[src/rtl/ex_result_stage_if.sv]
// Execute-to-memory stage bundle: upstream entry, flush, buffered downstream entry and branch redirect.
interface ex_result_stage_if #(parameter int XLEN = 64);
  logic            in_valid;
  logic            in_ready;
  logic [XLEN-1:0] alu_result;
  logic            zero;
  logic [1:0]      branch_type;
  logic [XLEN-1:0] branch_target;
  logic [4:0]      rd;
  logic            reg_write;
  logic            mem_read;
  logic            mem_write;
  logic [XLEN-1:0] store_data;
  logic            flush;
  logic            out_valid;
  logic            out_ready;
  logic [XLEN-1:0] out_result;
  logic            out_zero;
  logic [4:0]      out_rd;
  logic            out_reg_write;
  logic            out_mem_read;
  logic            out_mem_write;
  logic [XLEN-1:0] out_store_data;
  logic            redirect_valid;
  logic [XLEN-1:0] redirect_pc;

  modport slave (
    input  in_valid, alu_result, zero, branch_type, branch_target, rd, reg_write,
           mem_read, mem_write, store_data, flush, out_ready,
    output in_ready, out_valid, out_result, out_zero, out_rd, out_reg_write,
           out_mem_read, out_mem_write, out_store_data, redirect_valid, redirect_pc
  );

  modport master (
    output in_valid, alu_result, zero, branch_type, branch_target, rd, reg_write,
           mem_read, mem_write, store_data, flush, out_ready,
    input  in_ready, out_valid, out_result, out_zero, out_rd, out_reg_write,
           out_mem_read, out_mem_write, out_store_data, redirect_valid, redirect_pc
  );
endinterface

[src/rtl/ex_result_stage.sv]
// Execute result stage: 2-entry skid FIFO toward memory stage plus branch resolution redirect.
// Latency 1 cycle; in_ready is registered (count < 2) so out_ready never reaches it combinationally.
module ex_result_stage #(
  parameter int XLEN = 64
) (
  input  logic              clk,
  input  logic              reset_n,
  ex_result_stage_if.slave  bus
);

  typedef struct packed {
    logic [XLEN-1:0] result;
    logic [XLEN-1:0] store_data;
    logic            zero;
    logic [4:0]      rd;
    logic            reg_write;
    logic            mem_read;
    logic            mem_write;
  } meta_t;

  meta_t           mem [2];
  meta_t           in_entry;
  meta_t           head;
  logic [1:0]      count;
  logic [1:0]      count_nxt;
  logic            wr_ptr;
  logic            rd_ptr;
  logic            in_ready_q;
  logic            redirect_valid_q;
  logic [XLEN-1:0] redirect_pc_q;
  logic            accept;
  logic            dequeue;
  logic            taken;
  logic            not_empty;

  assign in_entry.result     = bus.alu_result;
  assign in_entry.store_data = bus.store_data;
  assign in_entry.zero       = bus.zero;
  assign in_entry.rd         = bus.rd;
  assign in_entry.reg_write  = bus.reg_write;
  assign in_entry.mem_read   = bus.mem_read;
  assign in_entry.mem_write  = bus.mem_write;

  assign not_empty = (count != 2'd0);
  assign accept    = bus.in_valid & in_ready_q & ~bus.flush;
  assign dequeue   = not_empty & bus.out_ready;

  always_comb begin
    taken = 1'b0;
    case (bus.branch_type)
      2'b01:   taken = bus.zero;
      2'b10:   taken = ~bus.zero;
      2'b11:   taken = 1'b1;
      default: taken = 1'b0;
    endcase
  end

  // Flush wins over any accept/dequeue in the same cycle.
  always_comb begin
    count_nxt = count;
    if (bus.flush) begin
      count_nxt = 2'd0;
    end else if (accept && !dequeue) begin
      count_nxt = count + 2'd1;
    end else if (!accept && dequeue) begin
      count_nxt = count - 2'd1;
    end
  end

  always_ff @(posedge clk or negedge reset_n) begin
    if (!reset_n) begin
      count            <= 2'd0;
      wr_ptr           <= 1'b0;
      rd_ptr           <= 1'b0;
      in_ready_q       <= 1'b0;
      redirect_valid_q <= 1'b0;
      redirect_pc_q    <= '0;
      mem[0]           <= '0;
      mem[1]           <= '0;
    end else begin
      count            <= count_nxt;
      in_ready_q       <= (count_nxt != 2'd2);
      redirect_valid_q <= accept & taken;
      if (accept && taken) begin
        redirect_pc_q <= bus.branch_target;
      end
      if (bus.flush) begin
        wr_ptr <= 1'b0;
        rd_ptr <= 1'b0;
      end else begin
        if (accept) begin
          mem[wr_ptr] <= in_entry;
          wr_ptr      <= ~wr_ptr;
        end
        if (dequeue) begin
          rd_ptr <= ~rd_ptr;
        end
      end
    end
  end

  assign head = mem[rd_ptr];

  // Control bits are masked when empty so a stale slot never looks like a write.
  assign bus.in_ready       = in_ready_q;
  assign bus.out_valid      = not_empty;
  assign bus.out_result     = head.result;
  assign bus.out_store_data = head.store_data;
  assign bus.out_zero       = head.zero;
  assign bus.out_rd         = head.rd;
  assign bus.out_reg_write  = head.reg_write & not_empty;
  assign bus.out_mem_read   = head.mem_read & not_empty;
  assign bus.out_mem_write  = head.mem_write & not_empty;
  assign bus.redirect_valid = redirect_valid_q;
  assign bus.redirect_pc    = redirect_pc_q;

endmodule

[src/flat_wrapper.sv]
// flat-port wrapper written by rule: the top's interface ports become plain ports
module ex_result_stage_flat 
#(
  parameter int XLEN = 64
)
  (clk, reset_n, bus_in_valid, bus_alu_result, bus_zero, bus_branch_type, bus_branch_target, bus_rd, bus_reg_write, bus_mem_read, bus_mem_write, bus_store_data, bus_flush, bus_out_ready, bus_in_ready, bus_out_valid, bus_out_result, bus_out_zero, bus_out_rd, bus_out_reg_write, bus_out_mem_read, bus_out_mem_write, bus_out_store_data, bus_redirect_valid, bus_redirect_pc);
  ex_result_stage_if #(.XLEN(XLEN)) bus_i ();
  input  logic clk;
  input  logic reset_n;
  input wire logic [$bits(bus_i.in_valid)-1:0] bus_in_valid;
  input wire logic [$bits(bus_i.alu_result)-1:0] bus_alu_result;
  input wire logic [$bits(bus_i.zero)-1:0] bus_zero;
  input wire logic [$bits(bus_i.branch_type)-1:0] bus_branch_type;
  input wire logic [$bits(bus_i.branch_target)-1:0] bus_branch_target;
  input wire logic [$bits(bus_i.rd)-1:0] bus_rd;
  input wire logic [$bits(bus_i.reg_write)-1:0] bus_reg_write;
  input wire logic [$bits(bus_i.mem_read)-1:0] bus_mem_read;
  input wire logic [$bits(bus_i.mem_write)-1:0] bus_mem_write;
  input wire logic [$bits(bus_i.store_data)-1:0] bus_store_data;
  input wire logic [$bits(bus_i.flush)-1:0] bus_flush;
  input wire logic [$bits(bus_i.out_ready)-1:0] bus_out_ready;
  output wire logic [$bits(bus_i.in_ready)-1:0] bus_in_ready;
  output wire logic [$bits(bus_i.out_valid)-1:0] bus_out_valid;
  output wire logic [$bits(bus_i.out_result)-1:0] bus_out_result;
  output wire logic [$bits(bus_i.out_zero)-1:0] bus_out_zero;
  output wire logic [$bits(bus_i.out_rd)-1:0] bus_out_rd;
  output wire logic [$bits(bus_i.out_reg_write)-1:0] bus_out_reg_write;
  output wire logic [$bits(bus_i.out_mem_read)-1:0] bus_out_mem_read;
  output wire logic [$bits(bus_i.out_mem_write)-1:0] bus_out_mem_write;
  output wire logic [$bits(bus_i.out_store_data)-1:0] bus_out_store_data;
  output wire logic [$bits(bus_i.redirect_valid)-1:0] bus_redirect_valid;
  output wire logic [$bits(bus_i.redirect_pc)-1:0] bus_redirect_pc;
  assign bus_i.in_valid = bus_in_valid;
  assign bus_i.alu_result = bus_alu_result;
  assign bus_i.zero = bus_zero;
  assign bus_i.branch_type = bus_branch_type;
  assign bus_i.branch_target = bus_branch_target;
  assign bus_i.rd = bus_rd;
  assign bus_i.reg_write = bus_reg_write;
  assign bus_i.mem_read = bus_mem_read;
  assign bus_i.mem_write = bus_mem_write;
  assign bus_i.store_data = bus_store_data;
  assign bus_i.flush = bus_flush;
  assign bus_i.out_ready = bus_out_ready;
  assign bus_in_ready = bus_i.in_ready;
  assign bus_out_valid = bus_i.out_valid;
  assign bus_out_result = bus_i.out_result;
  assign bus_out_zero = bus_i.out_zero;
  assign bus_out_rd = bus_i.out_rd;
  assign bus_out_reg_write = bus_i.out_reg_write;
  assign bus_out_mem_read = bus_i.out_mem_read;
  assign bus_out_mem_write = bus_i.out_mem_write;
  assign bus_out_store_data = bus_i.out_store_data;
  assign bus_redirect_valid = bus_i.redirect_valid;
  assign bus_redirect_pc = bus_i.redirect_pc;
  ex_result_stage #(.XLEN(XLEN)) u_core (.clk(clk), .reset_n(reset_n), .bus(bus_i));
endmodule
[config.mk]
export PLATFORM = sky130hd
export DESIGN_NAME = ex_result_stage_flat
export DESIGN_NICKNAME = d
export VERILOG_FILES = /design/src/rtl/ex_result_stage_if.sv /design/src/rtl/ex_result_stage.sv /design/src/flat_wrapper.sv
export SDC_FILE = /design/constraint.sdc
export NUM_CORES = 1
export LEC_CHECK = 0
export BUFFER_PORTS_ARGS = -buffer_cell sky130_fd_sc_hd__buf_4
export CAP_MARGIN = 20
export CORE_AREA = 3 3 189 191
export DETAILED_ROUTE_END_ITERATION = 10
export DIE_AREA = 0 0 192 194
export GPL_TIMING_DRIVEN = 0
export PLACE_DENSITY = 0.77
export SLEW_MARGIN = 15
export SYNTH_ARGS = -nofsm -noshare
export SYNTH_HDL_FRONTEND = slang
export SYNTH_SLANG_ARGS = --single-unit
export TNS_END_PERCENT = 100
[constraint.sdc]
create_clock -name clk -period 3.6 [get_ports clk]
set_input_delay 0.72 -clock clk [delete_from_list [all_inputs] [get_ports clk]]
set_output_delay 0.72 -clock clk [all_outputs]
set_load 0.01 [all_outputs]
==> summary.md <==
| Metric | Value |
|---|---|
| Max Cap Viol | 0 |
| Placer Congestion | 0.793 |
| Relative area change from synthesis to final layout | 32.7% |
| Final Routed Wirelength | 38.1 mm |
| Final ANT Viol Nets | 0 |
| DRC Markers | 0 |
| Average footprint of a synthesized cell | 17.0 µm² |
| Setup crit end kind | output pin |
| Cell row count | 68 |
| Detail-routed via count per cell | 5.01 |
| Skew final | 0.00728 ns |
| Drt first pass iters | 4 |
| Number of nets in the synthesized netlist | 1110 |
| Starting density of the core | 0.447 |
| Clock buffer count from CTS | 39 |
| Clock tree from TritonCTS | yes |
| Fraction of power consumed by combinational cells | 0.425 |
| Root buffer cell | clkbuf_16 |
| Gate count after technology mapping | 901 |
| Data required, critical path | 2.88 ns |
| Detail-routed net length per standard cell | 20.7 µm |
| Via count of the first global-routing pass | 10.1k |
| Max Root-Sink Buffers | 3 |
| Initial antenna violation count | 2 |
| Total power draw | 18200 µW |
| Die area | 37200 µm² |
| Number of flip-flops and latches in the synthesized netlist | 344 |
| Vertical die dimension | 194 µm |
| Worst hold-check path type | input pin to asynchronous set/reset pin |
| Status | finished clean |
| Sequential cell area | 8610 µm² |
| Std-Cell Core Area | 34300 µm² |
| Proportion of power drawn by the clock network | 0.213 |
| Startpoint of the most critical register-to-register path | u_core.bus.in_ready |
| Synthesis warning total | 0 |
| Setup Fix Bufs, Post-CTS | 0 |
| Final setup violation count | 0 |
| Pin count of the biggest net entering global routing | 103 |
| Aggregate global-route resource usage | 0.199 |
| # nets final | 1565 |
| Cell internal power dissipation | 12800 µW |
| Net switching fraction of the power | 0.299 |
| Unrepaired setup endpoints after global routing | no |
| Post-layout min period | 3.22 ns |
| Maximum fanout count along the critical path | 10 |
| IO Port Bufs | 411 |
| Switching Power | 5460 µW |
| Pwr per Cell Area | 897 nW/µm² |
| Worst setup path category | flip-flop to output pin |
| Signal arrival time at the worst endpoint | 2.50 ns |
| Clock-pin slew on the worst setup and hold paths | 0.06 ns |
| Setup_tns | 0 ns |
| Proportion of synthesized chip area in sequential cells | 0.561 |
| Final number of hold-violating endpoints | 0 |
| Number of cells traversed by the worst register-to-register path | 5 |
| Post-cts sizing count | 0 |
| IR Drop Worst-Case VDD | 570 µV |
| Total of hold buffers inserted after clock tree synthesis | 0 |
| Worst slew margin | 0.433 |
| Peak Freq | 311 MHz |
| Overall die width | 192 µm |
| Filler Cells Inserted | 2646 |
| Ports | 412 |
| Power share of the sequential group | 0.362 |
| Number of distinct library cells after synthesis | 27 |
| Overflow left after global routing | 0 |
| Number of violations reported at the end of detailed-routing iteration 0 | 223 |
| Slew Viols, Final | 0 |
| Leakage dissipation | 0.00961 µW |
| Count of H-tree levels built during CTS | 2 |
| Actual slew at the worst max-slew pin | 0.851 ns |
| Netlist Area Pre-Place | 15300 µm² |
| Reg2Reg Setup Slack | 1.82 ns |
| Insertion delay of the later-clocked pin in the worst-skew pair | 0.51 ns |
| Global-route wire length before repair | 58.5 mm |
| Share of post-route cells with drive strength above 1 | 0.722 |
| Post-detail-place hpwl | 27.2 mm |
| Sinks on the clock net | 344 |
| Final period util | 0.894 |
| Multi-input combinational cell area | 6240 µm² |
| Startpoint class of the critical path | flip-flop |
| Diodes inserted | 0 |
| Total via count after detailed routing | 9210 |
| Worst flop-to-flop path endpoint | u_core.bus.redirect_pc[4] |
## cell families (layout without fill, tap and decap cells)
logic type / after synthesis / in the layout / share of synthesized area
flip-flops: 344 / 344 / 0.561
AO/OA/AOI/OAI: 4 / 4 / 0.00212
multiplexers: 478 / 478 / 0.395
buffers and inverters: 56 / 537 / 0.0316
XOR/XNOR: 3 / 3 / 0.00261
adder cells (fa/ha/maj): 1 / 1 / 0.000816
AND/OR/NAND/NOR: 15 / 15 / 0.00686
## critical path, cell delays in order, from the launching register on
cell	delay [ns]
dfrtp_1	0.35
clkbuf_1	0.65
buf_2	0.42
mux2_2	0.41
buf_4	0.15
## layout by cell type, fill, tap and decap left out, types with 3 or more instances in the layout
cell type	count
buf_12	5
buf_16	3
buf_2	16
buf_4	423
buf_6	15
clkbuf_1	12
clkbuf_16	41
clkbuf_8	10
clkinv_2	4
dfrtp_1	344
inv_1	3
mux2_2	294
mux2_4	179
mux2i_1	5
nor2_1	5
nor2b_1	3
## stage by stage
stage               instance area (µm²)  instances  utilization  hold WS [ns]  worst slack [ns]
floorplan                         15300        901            -         0.424              1.71
global placement                  19000       1767        0.554         0.481             -1.39
detailed placement                19100       1770        0.556         0.487             0.790
CTS                               20300       1837        0.593         0.197             0.222
global route                      20300       1837        0.593         0.222             0.213
finish                            20300       1837        0.593         0.178             0.383
## synthesized netlist by cell type (all sizes together)
cell / n / area [µm²]
a211oi: 2 / 15.0
nand2: 1 / 3.75
and2b: 1 / 7.51
mux2i: 5 / 50.1
dfrtp: 344 / 8610
xor2: 1 / 8.76
xnor3: 1 / 22.5
and4b: 1 / 10.0
a221oi: 1 / 8.76
a211o: 1 / 8.76
nor2b: 3 / 18.8
nand4b: 1 / 8.76
xnor2: 1 / 8.76
ha: 1 / 12.5
nor2: 7 / 36.3
inv: 3 / 11.3
nand3b: 1 / 20.0
mux2: 473 / 6000
clkbuf: 3 / 11.3
buf: 50 / 462
## cell type report
class | count | share of cell area
Timing Repair Buffer | 414 | 0.156
Clock inverter | 7 | 0.00320
Clock buffer | 60 | 0.0589
Tap cell | 455 | 0.0280
Buffer | 53 | 0.0233
Inverter | 3 | 0.000554
Multi-Input combinational cell | 501 | 0.307
Sequential cell | 344 | 0.423
## registers in the layout, summed over array words and instances, names as in the netlist
name / cells
u_core.bus.redirect_valid: 1
u_core.bus.redirect_pc: 64
u_core.count: 2
u_core.mem: 274
u_core.rd_ptr: 1
u_core.wr_ptr: 1
u_core.bus.in_ready: 1
## worst max-delay path by stage
stage          slack, ns           from                  to
6_report            0.38  u_core.rd_ptr  bus_out_result[28]
5_1_grt             0.21  u_core.rd_ptr  bus_out_result[28]
4_1_cts             0.22  u_core.rd_ptr  bus_out_result[28]
3_5_place_dp        0.79  u_core.rd_ptr  bus_out_result[28]
3_3_place_gp       -1.39        reset_n     u_core.mem[116]
2_1_floorplan       1.71  u_core.rd_ptr   bus_out_result[0]
## per-layer routing
metal / vias up / wire length (µm) / track usage
met1: 4689 / 15300 / 0.248
li1: 4123 / - / -
met4: 4 / 1200 / 0.0631
met3: 83 / 3080 / 0.0593
met2: 311 / 18400 / 0.331
met5: - / 21 / 0
## power by group through the flow
stage	Combinational (µW)	Sequential, µW	Clock [µW]
after floorplan	4540	6490	0
after CTS	7870	6590	4000
final	7760	6610	3880
after detailed placement	7810	6630	0
after global placement	7690	6510	0
after global routing	8280	6820	4160
No activity file was read; power rests on OpenSTA's default activity.
